<file path="config.mk">
export PLATFORM = sky130hd
export DESIGN_NAME = datapath_arbiter_flat
export DESIGN_NICKNAME = d
export VERILOG_FILES = /design/src/rtl/datapath_pkg.sv /design/src/rtl/datapath_arbiter_if.sv /design/src/rtl/datapath_arbiter_grant_timer.sv /design/src/rtl/datapath_arbiter.sv /design/src/flat_wrapper.sv
export SDC_FILE = /design/constraint.sdc
export NUM_CORES = 1
export LEC_CHECK = 0
export CAP_MARGIN = 10
export CORE_MARGIN = 2
export CORE_UTILIZATION = 40
export CTS_CLUSTER_DIAMETER = 30
export DETAILED_ROUTE_END_ITERATION = 7
export PLACE_DENSITY = 0.9
export SYNTH_ARGS = -nofsm -noshare
export SYNTH_HDL_FRONTEND = slang
export SYNTH_SLANG_ARGS = --single-unit
</file>
<file path="constraint.sdc">
create_clock -name clk -period 3.2 [get_ports clk]
set_input_delay 0.64 -clock clk [delete_from_list [all_inputs] [get_ports clk]]
set_output_delay 0.64 -clock clk [all_outputs]
set_load 0.01 [all_outputs]
</file>
<file path="src/rtl/datapath_pkg.sv">
// Shared types for the FIR datapath arbiter: op encodings, arbiter states, requester indices.
package datapath_pkg;

    typedef enum logic [2:0] {
        OP_NOP   = 3'b000,
        OP_COPY  = 3'b001,
        OP_LOAD1 = 3'b010,
        OP_LOAD2 = 3'b011,
        OP_ADD   = 3'b100,
        OP_SUB   = 3'b101,
        OP_MUL   = 3'b110
    } op_e;

    typedef enum logic [1:0] {
        IDLE = 2'd0,
        G0   = 2'd1,
        G1   = 2'd2
    } arb_state_e;

    localparam int REQ0 = 0;
    localparam int REQ1 = 1;

endpackage

</file>
<file path="src/rtl/datapath_arbiter_if.sv">
// Requester and datapath-side signals of the arbiter; slave is the arbiter, master the surrounding logic.
interface datapath_arbiter_if;

    logic [1:0] req;
    logic [1:0] last;
    logic [2:0] op0;
    logic [3:0] src1_0;
    logic [3:0] src2_0;
    logic [3:0] dest0;
    logic [2:0] op1;
    logic [3:0] src1_1;
    logic [3:0] src2_1;
    logic [3:0] dest1;
    logic       overflow;
    logic [1:0] gnt;
    logic [2:0] op;
    logic [3:0] src1;
    logic [3:0] src2;
    logic [3:0] dest;
    logic       busy;
    logic [1:0] ovf_err;
    logic [1:0] abort;
    logic       timeout_err;

    modport slave (
        input  req, last, op0, src1_0, src2_0, dest0, op1, src1_1, src2_1, dest1, overflow,
        output gnt, op, src1, src2, dest, busy, ovf_err, abort, timeout_err
    );

    modport master (
        output req, last, op0, src1_0, src2_0, dest0, op1, src1_1, src2_1, dest1, overflow,
        input  gnt, op, src1, src2, dest, busy, ovf_err, abort, timeout_err
    );

endinterface

</file>
<file path="src/rtl/datapath_arbiter_grant_timer.sv">
// Grant-age counter: cleared at grant start, counts granted cycles, flags the last permitted cycle.
module grant_timer #(
    parameter int TIMEOUT = 16,
    parameter int CNT_W   = 8
) (
    input  logic clk,
    input  logic rst,
    input  logic clr,
    input  logic en,
    output logic expired
);

    logic [CNT_W-1:0] age;

    always_ff @(posedge clk) begin
        if (rst) begin
            age <= '0;
        end else if (clr) begin
            age <= '0;
        end else if (en) begin
            age <= age + CNT_W'(1);
        end
    end

    assign expired = (age == CNT_W'(TIMEOUT - 1));

endmodule

</file>
<file path="src/rtl/datapath_arbiter.sv">
// Burst-granting arbiter sharing the FIR datapath between two requesters.
// Build option FIXED_PRIORITY_EN: requester 0 always wins contention in IDLE (no RR pointer).
//
// state | meaning
// IDLE  | no grant, NOP on the datapath
// G0    | requester 0 owns the datapath
// G1    | requester 1 owns the datapath
module datapath_arbiter #(
    parameter int TIMEOUT = 16,
    parameter int CNT_W   = 8
) (
    input  logic clk,
    input  logic rst,
    datapath_arbiter_if.slave bus
);
    import datapath_pkg::*;

    arb_state_e state;
    arb_state_e idle_pick;
    arb_state_e other_state;
    logic [1:0] gnt;
    logic       busy;
    logic       owner;
    logic       own_req;
    logic       own_last;
    logic       other_req;
    logic       drop;
    logic       done;
    logic       forced;
    logic       grant_end;
    logic       expired;
    logic [1:0] ovf_err_q;
    logic [1:0] abort_q;
    logic       timeout_err_q;
    logic [2:0] op_mux;
    logic [3:0] src1_mux;
    logic [3:0] src2_mux;
    logic [3:0] dest_mux;
`ifndef FIXED_PRIORITY_EN
    logic       ptr;
`endif

    assign gnt[REQ0]   = (state == G0);
    assign gnt[REQ1]   = (state == G1);
    assign busy        = (state != IDLE);
    assign owner       = (state == G1);
    assign own_req     = bus.req[owner];
    assign own_last    = bus.last[owner];
    assign other_req   = bus.req[~owner];
    assign other_state = owner ? G0 : G1;

    // An early drop wins over a coincident timeout; a last wins over the watchdog.
    assign drop      = busy & ~own_req;
    assign done      = busy & own_req & own_last;
    assign forced    = busy & own_req & ~own_last & expired;
    assign grant_end = drop | done | forced;

    always_comb begin
        idle_pick = IDLE;
`ifdef FIXED_PRIORITY_EN
        if (bus.req[REQ0]) begin
            idle_pick = G0;
        end else if (bus.req[REQ1]) begin
            idle_pick = G1;
        end
`else
        if (bus.req == 2'b11) begin
            idle_pick = ptr ? G1 : G0;
        end else if (bus.req[REQ0]) begin
            idle_pick = G0;
        end else if (bus.req[REQ1]) begin
            idle_pick = G1;
        end
`endif
    end

    always_ff @(posedge clk) begin
        if (rst) begin
            state         <= IDLE;
            ovf_err_q     <= '0;
            abort_q       <= '0;
            timeout_err_q <= 1'b0;
`ifndef FIXED_PRIORITY_EN
            ptr           <= 1'b0;
`endif
        end else begin
            ovf_err_q     <= {2{bus.overflow}} & gnt;
            abort_q       <= {2{drop}} & gnt;
            timeout_err_q <= forced;
            case (state)
                IDLE: state <= idle_pick;
                G0, G1: begin
                    if (grant_end) begin
                        state <= other_req ? other_state : IDLE;
`ifndef FIXED_PRIORITY_EN
                        ptr   <= ~owner;
`endif
                    end
                end
                default: state <= IDLE;
            endcase
        end
    end

    grant_timer #(
        .TIMEOUT(TIMEOUT),
        .CNT_W  (CNT_W)
    ) u_grant_timer (
        .clk    (clk),
        .rst    (rst),
        .clr    (~busy | grant_end),
        .en     (busy),
        .expired(expired)
    );

    // The owner's fields reach the datapath only while it still holds req.
    always_comb begin
        op_mux   = OP_NOP;
        src1_mux = '0;
        src2_mux = '0;
        dest_mux = '0;
        if (busy && own_req) begin
            if (owner) begin
                op_mux   = bus.op1;
                src1_mux = bus.src1_1;
                src2_mux = bus.src2_1;
                dest_mux = bus.dest1;
            end else begin
                op_mux   = bus.op0;
                src1_mux = bus.src1_0;
                src2_mux = bus.src2_0;
                dest_mux = bus.dest0;
            end
        end
    end

    assign bus.gnt         = gnt;
    assign bus.busy        = busy;
    assign bus.op          = op_mux;
    assign bus.src1        = src1_mux;
    assign bus.src2        = src2_mux;
    assign bus.dest        = dest_mux;
    assign bus.ovf_err     = ovf_err_q;
    assign bus.abort       = abort_q;
    assign bus.timeout_err = timeout_err_q;

endmodule

</file>
<file path="src/flat_wrapper.sv">
// flat-port wrapper written by rule: the top's interface ports become plain ports
module datapath_arbiter_flat import datapath_pkg::*;
#(
    parameter int TIMEOUT = 16,
    parameter int CNT_W   = 8
)
  (clk, rst, bus_req, bus_last, bus_op0, bus_src1_0, bus_src2_0, bus_dest0, bus_op1, bus_src1_1, bus_src2_1, bus_dest1, bus_overflow, bus_gnt, bus_op, bus_src1, bus_src2, bus_dest, bus_busy, bus_ovf_err, bus_abort, bus_timeout_err);
  datapath_arbiter_if bus_i ();
  input  logic clk;
  input  logic rst;
  input wire logic [$bits(bus_i.req)-1:0] bus_req;
  input wire logic [$bits(bus_i.last)-1:0] bus_last;
  input wire logic [$bits(bus_i.op0)-1:0] bus_op0;
  input wire logic [$bits(bus_i.src1_0)-1:0] bus_src1_0;
  input wire logic [$bits(bus_i.src2_0)-1:0] bus_src2_0;
  input wire logic [$bits(bus_i.dest0)-1:0] bus_dest0;
  input wire logic [$bits(bus_i.op1)-1:0] bus_op1;
  input wire logic [$bits(bus_i.src1_1)-1:0] bus_src1_1;
  input wire logic [$bits(bus_i.src2_1)-1:0] bus_src2_1;
  input wire logic [$bits(bus_i.dest1)-1:0] bus_dest1;
  input wire logic [$bits(bus_i.overflow)-1:0] bus_overflow;
  output wire logic [$bits(bus_i.gnt)-1:0] bus_gnt;
  output wire logic [$bits(bus_i.op)-1:0] bus_op;
  output wire logic [$bits(bus_i.src1)-1:0] bus_src1;
  output wire logic [$bits(bus_i.src2)-1:0] bus_src2;
  output wire logic [$bits(bus_i.dest)-1:0] bus_dest;
  output wire logic [$bits(bus_i.busy)-1:0] bus_busy;
  output wire logic [$bits(bus_i.ovf_err)-1:0] bus_ovf_err;
  output wire logic [$bits(bus_i.abort)-1:0] bus_abort;
  output wire logic [$bits(bus_i.timeout_err)-1:0] bus_timeout_err;
  assign bus_i.req = bus_req;
  assign bus_i.last = bus_last;
  assign bus_i.op0 = bus_op0;
  assign bus_i.src1_0 = bus_src1_0;
  assign bus_i.src2_0 = bus_src2_0;
  assign bus_i.dest0 = bus_dest0;
  assign bus_i.op1 = bus_op1;
  assign bus_i.src1_1 = bus_src1_1;
  assign bus_i.src2_1 = bus_src2_1;
  assign bus_i.dest1 = bus_dest1;
  assign bus_i.overflow = bus_overflow;
  assign bus_gnt = bus_i.gnt;
  assign bus_op = bus_i.op;
  assign bus_src1 = bus_i.src1;
  assign bus_src2 = bus_i.src2;
  assign bus_dest = bus_i.dest;
  assign bus_busy = bus_i.busy;
  assign bus_ovf_err = bus_i.ovf_err;
  assign bus_abort = bus_i.abort;
  assign bus_timeout_err = bus_i.timeout_err;
  datapath_arbiter #(.TIMEOUT(TIMEOUT), .CNT_W(CNT_W)) u_core (.clk(clk), .rst(rst), .bus(bus_i));
endmodule
</file>
Word level (Yosys, flattened, before mapping). Index checks and enable logic that the tools add are counted.

Order comparisons: 2. Equal/unequal tests: 5. Bitwise logic cells: 14. Muxes and demuxes: 22. Add/sub/neg operators: 1. Reduce and logical (&&, ||, !) cells: 6.

Operator list (number): two-way mux 4 bit (6); two-way mux 2 bit (7); adder 8 x 1 -> 8 bit, second input constant (1); equality test 8 x 4 -> 1 bit, second input constant (1); two-way mux 1 bit (6); two-way mux 3 bit (2); AND 1 bit (5); AND 2 bit (2); equality test 2 bit, second input constant (2); < comparator 1 x 2 -> 1 bit, second input constant (2); NOT 1 bit (4); one-hot mux 2 bit (2 select lines) (1); OR reduction 2 bit (2); bitwise OR 1 bit (3); equality test 2 x 1 -> 1 bit, second input constant (1); zero test 2 bit (1); inequality test 2 x 1 -> 1 bit, second input constant (1); AND reduction 2 bit (1); nonzero test 2 bit (1); logical AND 1 bit (1).

Flip-flop bits (word level): 16. Word-level logic and storage cells: 56. Input bits: 37.

Logic depth before layout (Yosys ltp).
Depth after elaboration: 9. Depth in mapped cells: 7. Gate-level depth less buffers: 6.

Modules after synthesis. From an unflattened synthesis, not the netlist that was laid out.

Cell total of the unflattened synthesis: 124. Area total of the unflattened synthesis: 1101.1 um^2.

Modules (own cells, without submodules): datapath_arbiter (cells an instance 84, sequential area each 160.2 um^2, times used 1, area each 743.2 um^2); grant_timer (cells an instance 40, sequential area each 160.2 um^2, times used 1, area each 357.8 um^2).

Least setup slack after synthesis. Ideal clock, no wire load.

Path type: reg-to-output. From: reg u_core.state[0]. To: out bus_dest[0]. Buffers on the path: 2. Data required time: 2.560 ns. Slack: 1.028 ns. Data arrival time: 1.532 ns. Stages on the path, launching flop included: 8. Cell sequence: dfxtp_1 inv_1 ha_1 mux2i_2 or2_1 clkbuf_1 buf_2 nor2_1.

Word-level cells in the longest chain between the ends: 5. Elaborated cells between the ends (all ways): 7. Those cells by class: eq/ne (1); mux (4); reduce/logical (2).

RTL lines: from (decl) (RTL line datapath_arbiter.sv:18) `arb_state_e state;`; from (signal assigned) (RTL line datapath_arbiter.sv:91) `IDLE: state <= idle_pick;`; from (signal assigned) (RTL line datapath_arbiter.sv:94) `state <= other_req ? other_state : IDLE;`; equality test 2 bit (RTL line datapath_arbiter.sv:46) `assign owner = (state == G1);`; two-way mux 1 bit (implied by the code) (2 in series) (RTL line datapath_arbiter.sv:47) `assign own_req = bus.req[owner];`; logical AND 1 bit (RTL line datapath_arbiter.sv:122) `if (busy && own_req) begin`; two-way mux 4 bit (*) (RTL line datapath_arbiter.sv:122); to (decl) (RTL line flat_wrapper.sv:26) `output wire logic [$bits(bus_i.dest)-1:0] bus_dest;`.

Mark *: on every way between the ends. The rest lies on a longest branch, timed or not. The select of a mux whose other input is x is not followed.

Worst setup path after layout.
From: in bus_req[0]. To: out bus_src1[1].

Word-level cells in the longest chain between the ends: 4.

RTL lines: from (decl) (RTL line flat_wrapper.sv:11) `input wire logic [$bits(bus_i.req)-1:0] bus_req;`; two-way mux 1 bit (implied by the code) (2 in series) (RTL line datapath_arbiter.sv:47); logical AND 1 bit (RTL line datapath_arbiter.sv:122); two-way mux 4 bit (RTL line datapath_arbiter.sv:122); to (decl) (RTL line flat_wrapper.sv:24) `output wire logic [$bits(bus_i.src1)-1:0] bus_src1;`.

No other way between the ends. The select of a mux whose other input is x is not followed.

==> impl_metrics.ini <==
[run_status]
status = finished, final reports clean

[floorplanning]
ios = 60
die_width_um = 54.4
std_cell_rows = 18
dieHeight_um = 54.4
die_area_um2 = 2960
start_util_pct = 41.7
core-area_um2 = 2430

[synthesis]
syn_area_per_cell_um2 = 8.82
syn_nets = 158
ys_warn_count = 0
synth-seq-cells = 16
synth_top_cells_by_area = dfxtp_1 32%, mux2i_1 15%, nor2_1 9.6%
synth_top_area_cell = dfxtp_1
synth_top_area_share_pct = 31.6
synthDistinctLibCells = 32
syn_inst = 115
yosysSeqAreaShare_pct = 31.6
syn_area_um2 = 1010

[sta]
final_hold_viol_count = 0
fin_crit_ns = 3.08
worst_pin_slew_ns = 0.378
finClkSkew_ns = 0.00455
fin_crit_sh_pct = 96.2
fmax_ghz = 0.325
finalSetupViolCount = 0
rsz0062_at_grt = no
slew_viol_final = 0
relSlewSlack_pct = 74.8
tns_ns = 0

[cells_and_area]
final_cells = 203
drive_gt1_share_pct = 6.94
multi_input_area_um2 = 641
final_common_cell = clkdlybuf4s50_1
seq_area_um2 = 320
num_antenna_cells = 0
final_cell_mix = 59 x clkdlybuf4s50_1, 26 x nor2_1, 16 x dfxtp_1
area_delta_synth_final_pct = 64.0
fillers = 187
nets = 217

[min_path]
min-delay-start = u_core.u_grant_timer.age[0]$_SDFFE_PP0P_
hold_class = flop to flop
hold_path_end = u_core.u_grant_timer.age[0]$_SDFFE_PP0P_
min_path_cells = 1

[worst_setup_path]
worst-path-max-fanout = 16
crit_arrival_ns = 2.44
rrSetupSlack_ns = 1.20
reg2reg_to = u_core.ptr$_SDFFE_PP0P_
rr_worst_depth = 6
critPathCaptureType = primary output
crit_type = input port to primary output
cp_data_required_time_ns = 2.56
crit_path_start_kind = input port
reg2reg_from = u_core.state[0]$_SDFFE_PP0P_

[route]
top_layer_used = met4
drcViolationCount = 0
ant_nets = 0
viasPerCell = 5.19
firstDrtPassIters = 4
m1WireLength_mm = 1.01
drt-total-wl_mm = 2.71
met3_length_um = 333
met2_length_mm = 1.29
wl_per_cell_um = 13.4
num_vias = 1054
drt_iter0_markers = 22

[place]
place_congestion = 0.868
dp_hpwl_mm = 2.21
dp_cells = 199
port_buffers = 59

[clock_tree]
clkSinkCount = 16
post_cts.resized_instances = 0
h-tree-depth = 1
cts_tree = yes
cts_setup_buffers = 0
hold_buffers = 0
insertion_delay_ns = 0.29
cts.reportedPaths.clkPinSlew_ns = 0.09
clk_path_buf_depth = 2
cts_made_buffers = 3
cts_root_buf = clkbuf_4

[global_route]
grt_pass1_wl_mm = 4.31
grt_pass1_vias = 1039
grt_max_degree = 17
overflow = 0
antenna_found_initial = 0
track_usage_pct = 20.6

[run]
max_cap_violations = 0

[power_and_ir_drop]
power_density_nw_per_um2 = 568
peakVddDrop_mv = 0.361
finalPower_uw = 945
leakage_nw = 0.621
## worst max-delay path by stage
stage	to	slack, ns	start
2_1_floorplan	bus_dest[0]	1.03	u_core.state[0]$_SDFFE_PP0P_
3_3_place_gp	bus_src2[2]	0.11	bus_req[0]
3_5_place_dp	bus_src2[2]	0.07	bus_req[0]
4_1_cts	bus_src2[2]	0.06	bus_req[0]
5_1_grt	bus_src2[3]	0.02	bus_req[0]
6_report	bus_src1[1]	0.12	bus_req[0]
## registers in the layout, summed over array words and instances (netlist names)
signal,cells
u_core.u_grant_timer.age,8
u_core.bus.abort,2
u_core.bus.ovf_err,2
u_core.state,2
u_core.bus.timeout_err,1
u_core.ptr,1
## where the power goes
part,internal [mW],leakage [nW],switching [mW]
Combinational,0.296,0.470,0.279
Sequential,0.219,0.129,0.0145
Clock,0.0694,0.0210,0.0661
Total,0.585,0.621,0.360
## stage by stage
stage,hold slack (ns),area (um2),utilization (%),setup WS (ns)
after CTS,0.480,1660,68.4,0.0559
after detailed placement,0.465,1630,66.9,0.0673
after floorplan,0.418,1010,-,1.03
after global routing,0.519,1660,68.4,0.0202
after global placement,0.431,1630,66.9,0.111
final,0.470,1660,68.4,0.121
## area by class of cell
cell class / instances / share of cell area [%]
Clock buffer: 4 / 2.18
Inverter: 5 / 1.13
Multi-Input combinational cell: 88 / 38.5
Sequential cell: 16 / 19.2
Tap cell: 30 / 2.26
Timing Repair Buffer: 60 / 36.7
## worst max-delay path: stages
cell	delay (ns)
clkdlybuf4s50_1	0.52
mux2i_2	0.13
or2_2	0.43
nor2_1	0.16
clkdlybuf4s50_1	0.55
## per-layer routing
metal | global-route usage [%] | vias up
li1 | - | 514
met1 | 21.7 | 459
met2 | 34.9 | 72
met3 | 7.38 | 9
met4 | 12.1 | 0
met5 | 0 | -
## kinds of logic after synthesis
kind of cell             after synthesis  synth area share (%)
AND/OR/NAND/NOR                       49                  24.9
multiplexers                          17                  17.6
flip-flops                            16                  31.6
buffers and inverters                 11                  5.30
AO/OA/AOI/OAI                         10                  8.02
XOR/XNOR                               6                  5.18
adder cells (fa/ha/maj)                6                  7.40
## synthesized netlist by cell type
library cell,instances
xor2_1,2
o221ai_1,2
o21a_1,1
dfxtp_1,16
a211oi_2,1
nor3_1,1
or2_1,1
nor2b_1,1
buf_4,1
nor2_1,26
o31ai_1,1
nor4_4,1
a21oi_1,2
nand2_2,1
inv_1,5
mux2i_1,15
nand4b_1,2
or4_1,2
mux2i_2,1
buf_6,1
o41ai_1,2
and3_1,6
nor4_1,1
buf_2,1
xnor2_1,4
nor3b_1,2
clkbuf_1,2
buf_1,1
ha_1,6
o21ai_2,1
nand2_1,5
mux2_4,1
No activity file was read; power rests on OpenSTA's default activity.
